[config.mk]
export PLATFORM = sky130hd
export DESIGN_NAME = accel_msg_scheduler
export DESIGN_NICKNAME = d
export VERILOG_FILES = /design/src/rtl/accel_sha_pkg.sv /design/src/rtl/accel_sched_next_word.sv /design/src/rtl/accel_msg_scheduler.sv
export SDC_FILE = /design/constraint.sdc
export NUM_CORES = 1
export LEC_CHECK = 0
export BUFFER_PORTS_ARGS = -buffer_cell sky130_fd_sc_hd__buf_2
export CELL_PAD_IN_SITES_DETAIL_PLACEMENT = 0
export CELL_PAD_IN_SITES_GLOBAL_PLACEMENT = 1
export CORE_MARGIN = 2
export CORE_UTILIZATION = 45
export DETAILED_ROUTE_END_ITERATION = 12
export HOLD_SLACK_MARGIN = 0.15
export PLACE_DENSITY = 0.81
export SLEW_MARGIN = 20
export SYNTH_ARGS = -nofsm -noshare
export SYNTH_HDL_FRONTEND = slang
export SYNTH_SLANG_ARGS = --single-unit
[constraint.sdc]
create_clock -name clk -period 20.6 [get_ports clk]
set_clock_uncertainty 0.1 [all_clocks]
set_input_delay 2.06 -clock clk [delete_from_list [all_inputs] [get_ports clk]]
set_output_delay 2.06 -clock clk [all_outputs]
set_load 0.02 [all_outputs]
[src/rtl/accel_sha_pkg.sv]
// Shared SHA-256 word types, scheduler state encoding and the bit-mixing
// functions used by both the message scheduler and the compressor.
package accel_sha_pkg;

   localparam int WORD_W        = 32;
   localparam int ROUNDS_SHA256 = 64;
   localparam int WIN_WORDS     = 16;
   localparam int IDX_W         = 7;

   typedef logic [WORD_W-1:0] word_t;
   typedef logic [IDX_W-1:0]  round_idx_t;

   typedef enum logic [1:0] {
      IDLE = 2'd0,
      RUN  = 2'd1,
      DONE = 2'd2
   } sched_state_t;

   function automatic word_t rotr(input word_t x, input int unsigned n);
      return (x >> n) | (x << (WORD_W - n));
   endfunction

   // Message-schedule (small) sigmas.
   function automatic word_t sha_sigma0(input word_t x);
      return rotr(x, 7) ^ rotr(x, 18) ^ (x >> 3);
   endfunction

   function automatic word_t sha_sigma1(input word_t x);
      return rotr(x, 17) ^ rotr(x, 19) ^ (x >> 10);
   endfunction

   // Compression-round functions.
   function automatic word_t sha_big_sigma0(input word_t x);
      return rotr(x, 2) ^ rotr(x, 13) ^ rotr(x, 22);
   endfunction

   function automatic word_t sha_big_sigma1(input word_t x);
      return rotr(x, 6) ^ rotr(x, 11) ^ rotr(x, 25);
   endfunction

   function automatic word_t sha_ch(input word_t x, input word_t y, input word_t z);
      return (x & y) ^ (~x & z);
   endfunction

   function automatic word_t sha_maj(input word_t x, input word_t y, input word_t z);
      return (x & y) ^ (x & z) ^ (y & z);
   endfunction

endpackage

[src/rtl/accel_sched_next_word.sv]
// Combinational schedule expansion: nxt = sigma1(w14) + w9 + sigma0(w1) + w0 (mod 2^32).
// Kept in its own module so the adder tree can be pipelined or retimed in isolation.
module accel_sched_next_word
   import accel_sha_pkg::*;
(
   input  logic [WORD_W-1:0] w0,
   input  logic [WORD_W-1:0] w1,
   input  logic [WORD_W-1:0] w9,
   input  logic [WORD_W-1:0] w14,
   output logic [WORD_W-1:0] nxt
);

   logic [WORD_W-1:0] s0;
   logic [WORD_W-1:0] s1;

   assign s0  = sha_sigma0(w1);
   assign s1  = sha_sigma1(w14);
   assign nxt = (s1 + w9) + (s0 + w0);

endmodule

[src/rtl/accel_msg_scheduler.sv]
// SHA-256 message scheduler: loads a 512-bit block, emits W[0..ROUNDS-1] one per advance.
// First word valid one cycle after load; advance low stalls w/i indefinitely; done pulses once.
module accel_msg_scheduler #(
   parameter int ROUNDS = accel_sha_pkg::ROUNDS_SHA256,
   parameter int WORD_W = 32
) (
   input  logic                 clk,
   input  logic                 rst_n,
   input  logic [16*WORD_W-1:0] blk_in,
   input  logic                 blk_valid,
   output logic                 blk_ready,
   input  logic                 advance,
   input  logic                 abort,
   output logic [WORD_W-1:0]    w,
   output logic [6:0]           i,
   output logic                 w_valid,
   output logic                 done
);

   import accel_sha_pkg::*;

   if (ROUNDS < 17 || ROUNDS > 127) begin : g_bad_rounds
      $error("accel_msg_scheduler: ROUNDS must be within 17..127");
   end
   if (WORD_W != 32) begin : g_bad_word
      $error("accel_msg_scheduler: WORD_W must be 32");
   end

   localparam logic [6:0] LAST_IDX = 7'(ROUNDS - 1);

   sched_state_t      state;
   logic [WORD_W-1:0] win [WIN_WORDS];
   logic [WORD_W-1:0] nxt;
   logic              load_fire;
   logic              adv_fire;
   logic              last_adv;

   assign blk_ready = (state == IDLE);
   assign load_fire = blk_valid && blk_ready;
   assign adv_fire  = advance && (state == RUN);
   assign last_adv  = adv_fire && (i == LAST_IDX);

   // The head of the window is the emitted word; it is a flop, so w stays registered.
   assign w = win[0];

   accel_sched_next_word u_next_word (
      .w0  (win[0]),
      .w1  (win[1]),
      .w9  (win[9]),
      .w14 (win[14]),
      .nxt (nxt)
   );

   // Abort leaves the window untouched; only reset clears it.
   always_ff @(posedge clk) begin
      if (!rst_n) begin
         for (int k = 0; k < WIN_WORDS; k++) begin
            win[k] <= '0;
         end
      end else if (!abort) begin
         if (load_fire) begin
            for (int k = 0; k < WIN_WORDS; k++) begin
               win[k] <= blk_in[16*WORD_W-1 - WORD_W*k -: WORD_W];
            end
         end else if (adv_fire && !last_adv) begin
            for (int k = 0; k < WIN_WORDS-1; k++) begin
               win[k] <= win[k+1];
            end
            win[WIN_WORDS-1] <= nxt;
         end
      end
   end

   always_ff @(posedge clk) begin
      if (!rst_n || abort) begin
         state   <= IDLE;
         i       <= '0;
         w_valid <= 1'b0;
         done    <= 1'b0;
      end else begin
         done <= 1'b0;
         unique case (state)
            IDLE: begin
               if (blk_valid) begin
                  state   <= RUN;
                  i       <= '0;
                  w_valid <= 1'b1;
               end
            end
            RUN: begin
               if (advance) begin
                  if (i == LAST_IDX) begin
                     state   <= DONE;
                     w_valid <= 1'b0;
                     done    <= 1'b1;
                  end else begin
                     i <= i + 7'd1;
                  end
               end
            end
            DONE: begin
               state <= IDLE;
            end
            default: begin
               state   <= IDLE;
               w_valid <= 1'b0;
            end
         endcase
      end
   end

endmodule

==> out/metrics.yaml <==
grt_max_degree: 222
ys_ff_latch: 523
h-tree-depth: 2
clkLatencyLatePin_ns: 0.63
p_leak_nw: 12.8
clk_pin_slew_ns: 0.06
gp_congestion: 0.966
multi_input_area_mm2: 0.00877
grt-ovfl-total: 0
die_h_um: 242
dpl.hpwl_um: 67100
start_util_pct: 45.4
rsz0062_at_grt: "false"
r2r_cells: 14
drt-initial-drc-count: 2061
die_w_um: 242
grt_pass1_vias: 17600
dp_cells: 3003
hold_slack_ns: 0.413
synth_compound_area_share_pct: 19.6
post-place-ws_ns: 15.05
worst_slew_pin_slew_ns: 1.28
drc: 0
crit_arrival_ns: 5.37
timing.final.crit_share_pct: 24.7
grt_usage_pct: 29.2
synth_top_family_by_area: "compound AO/OA/AOI/OAI gates"
io_pins: 559
netlist_instances: 1831
required_ns: 20.88
post_cts_buffers: 0
synthTopCellsByArea: "edfxtp_1 60%, a22o_1 16%, fa_1 4.9%"
root_buffer: "clkbuf_16"
peakVddDrop_v: 0.0000700
area_delta_synth_final_pct: 19.6
antenna_found_initial: 31
final_hold_viol_count: 0
min_period_ns: 5.09
drive_above_1_share_pct: 28.5
fin_nets: 2915
slew_headroom_pct: 14.4
grt_pass1_wl_um: 122000
powerDensity_mw_per_mm2: 110
crit_path_end_kind: "register"
cts.sinks: 523
drv_slew: 0
via_per_inst: 5.80
startpoint_type: "register"
synth_edf_count: 512
status: "complete, no violations"
drt_first_pass_iters: 5
async_flop_share_pct: 0
final_area_mm2: 0.0305
vias: 18100
seqCellArea_mm2: 0.0156
yosys.area_share.simple_pct: 3.02
finalPower_mw: 3.35
muxShareOfSynthArea_pct: 0.0392
finalSetupTns_ns: 0
ant_nets: 0
fin_cells: 3117
detail_route.wl_per_cell_um: 28.5
netlist.area_leader.share_pct: 60.2
r2r_setup_slack_ns: 15.51
cts_tree: "yes"
final_util_pct: 54.3
cts_hold_buf: 0
synthAdderAreaFrac_pct: 6.43
cap_violations: 0
io_buffers: 558
placed_area_mm2: 0.0287
syn_nets: 2442
synth_cell_type_count: 59
syn-cell-area_mm2: 0.0255
holdPathStages: 2
synth_xor_area_share_pct: 5.04
path_class: "register to register"
cts_resized: 0
fmax_ghz: 0.196
fill_cells: 4760
hold_path.class: "register to register"
syn_avg_cell_area_um2: 13.9
cts_buffers: 54
setup_viol: 0
synth_ff_type: "edfxtp_1"
ys_seq_area_share_pct: 61.1
synth_top_area_cell: "edfxtp_1"
cts_buffer_depth: 3
dieArea_mm2: 0.0587
cp_max_fo: 5
core_area_mm2: 0.0563
yosysWarnings: 0
core.rowCount: 87
wirelength_um: 88700
setup_slack_ns: 15.51
final timing paths:
| path | startpoint | endpoint |
|---|---|---|
| worst min-delay path | i[5] | i[5] |
| worst min register to register | i[5] | i[5] |
| worst max register to register | win[1][216] | win[1][247] |
| worst max-delay path | win[1][216] | win[1][247] |
cells in the final DEF, fill, tap and decap left out, types with 11 or more instances in the layout:
master / synthesis / layout
buf_2: 19 / 558
edfxtp_1: 512 / 512
a22o_1: 458 / 458
inv_1: 129 / 129
xnor2_1: 85 / 85
nand2_1: 75 / 74
xor2_1: 62 / 62
fa_1: 62 / 62
o21ai_0: 64 / 61
clkbuf_16: 0 / 54
ha_1: 32 / 32
nor2_1: 32 / 30
a21oi_1: 30 / 30
diode_2: 0 / 20
a21o_1: 14 / 14
nand3_1: 13 / 13
clkbuf_1: 97 / 12
nand4_1: 11 / 11
dfxtp_1: 11 / 11
buf_4: 32 / 11
area by class of cell:
type | instances | area share [%]
antenna | 20 | 0.164
clock buffer | 66 | 4.57
clock inverter | 27 | 1.11
inverter | 130 | 1.60
multi-input combinational | 1022 | 28.7
sequential | 523 | 51.1
tap | 756 | 3.10
timing repair buffer | 573 | 9.70
metal layers:
| metal | vias up | part of all wire, % | global-route usage [%] |
|---|---|---|---|
| met2 | 992 | 47 | 45.8 |
| met3 | 146 | 11 | 9.63 |
| met1 | 8948 | 38 | 37.5 |
| met5 | - | 0.10 | 0 |
| li1 | 7974 | - | - |
| met4 | 18 | 4.1 | 12.1 |
state kept, by name, summed over array words and instances, names as in the netlist:
signal   flops
done         1
w_valid      1
win        512
state        2
i            7
Yosys cell counts, types with 2 or more instances:
library cell  instances
edfxtp_1            512
a22o_1              458
inv_1               129
clkbuf_1             97
xnor2_1              85
nand2_1              75
o21ai_0              64
fa_1                 62
xor2_1               62
buf_4                32
ha_1                 32
nor2_1               32
a21oi_1              30
buf_2                19
a21o_1               14
nand3_1              13
dfxtp_1              11
nand4_1              11
o21a_1                9
o21ai_1               8
buf_1                 7
a211oi_1              6
and3_1                5
nor2b_1               4
nor3_1                4
o21bai_1              4
a211oi_2              3
o31ai_1               3
or3_1                 3
a21boi_0              2
a21oi_2               2
a31oi_1               2
and2_1                2
and4_1                2
o211ai_1              2
o311a_1               2
cells by family after synthesis:
logic type	Yosys count
AO/OA/AOI/OAI	617
XOR/XNOR	147
adder cells (fa/ha/maj)	94
buffers and inverters	286
flip-flops	523
multiplexers	1
AND/OR/NAND/NOR	163
where the power goes:
group          internal, mW  switching (mW)
logic                 0.371           0.675
clock network         0.559           0.424
registers              1.27          0.0611
total                  2.20            1.16
critical path: stages (launching register included):
cell	delay [ns]
edfxtp_1	0.55
xor2_1	0.23
xnor2_1	0.54
fa_1	0.56
fa_1	0.50
inv_1	0.05
ha_1	0.35
a21o_1	0.20
a21oi_2	0.22
nand2_2	0.11
a211oi_2	0.48
nor2_1	0.15
a311o_1	0.39
xor2_1	0.17
a22o_1	0.23
(Power assumes the default switching activity.)
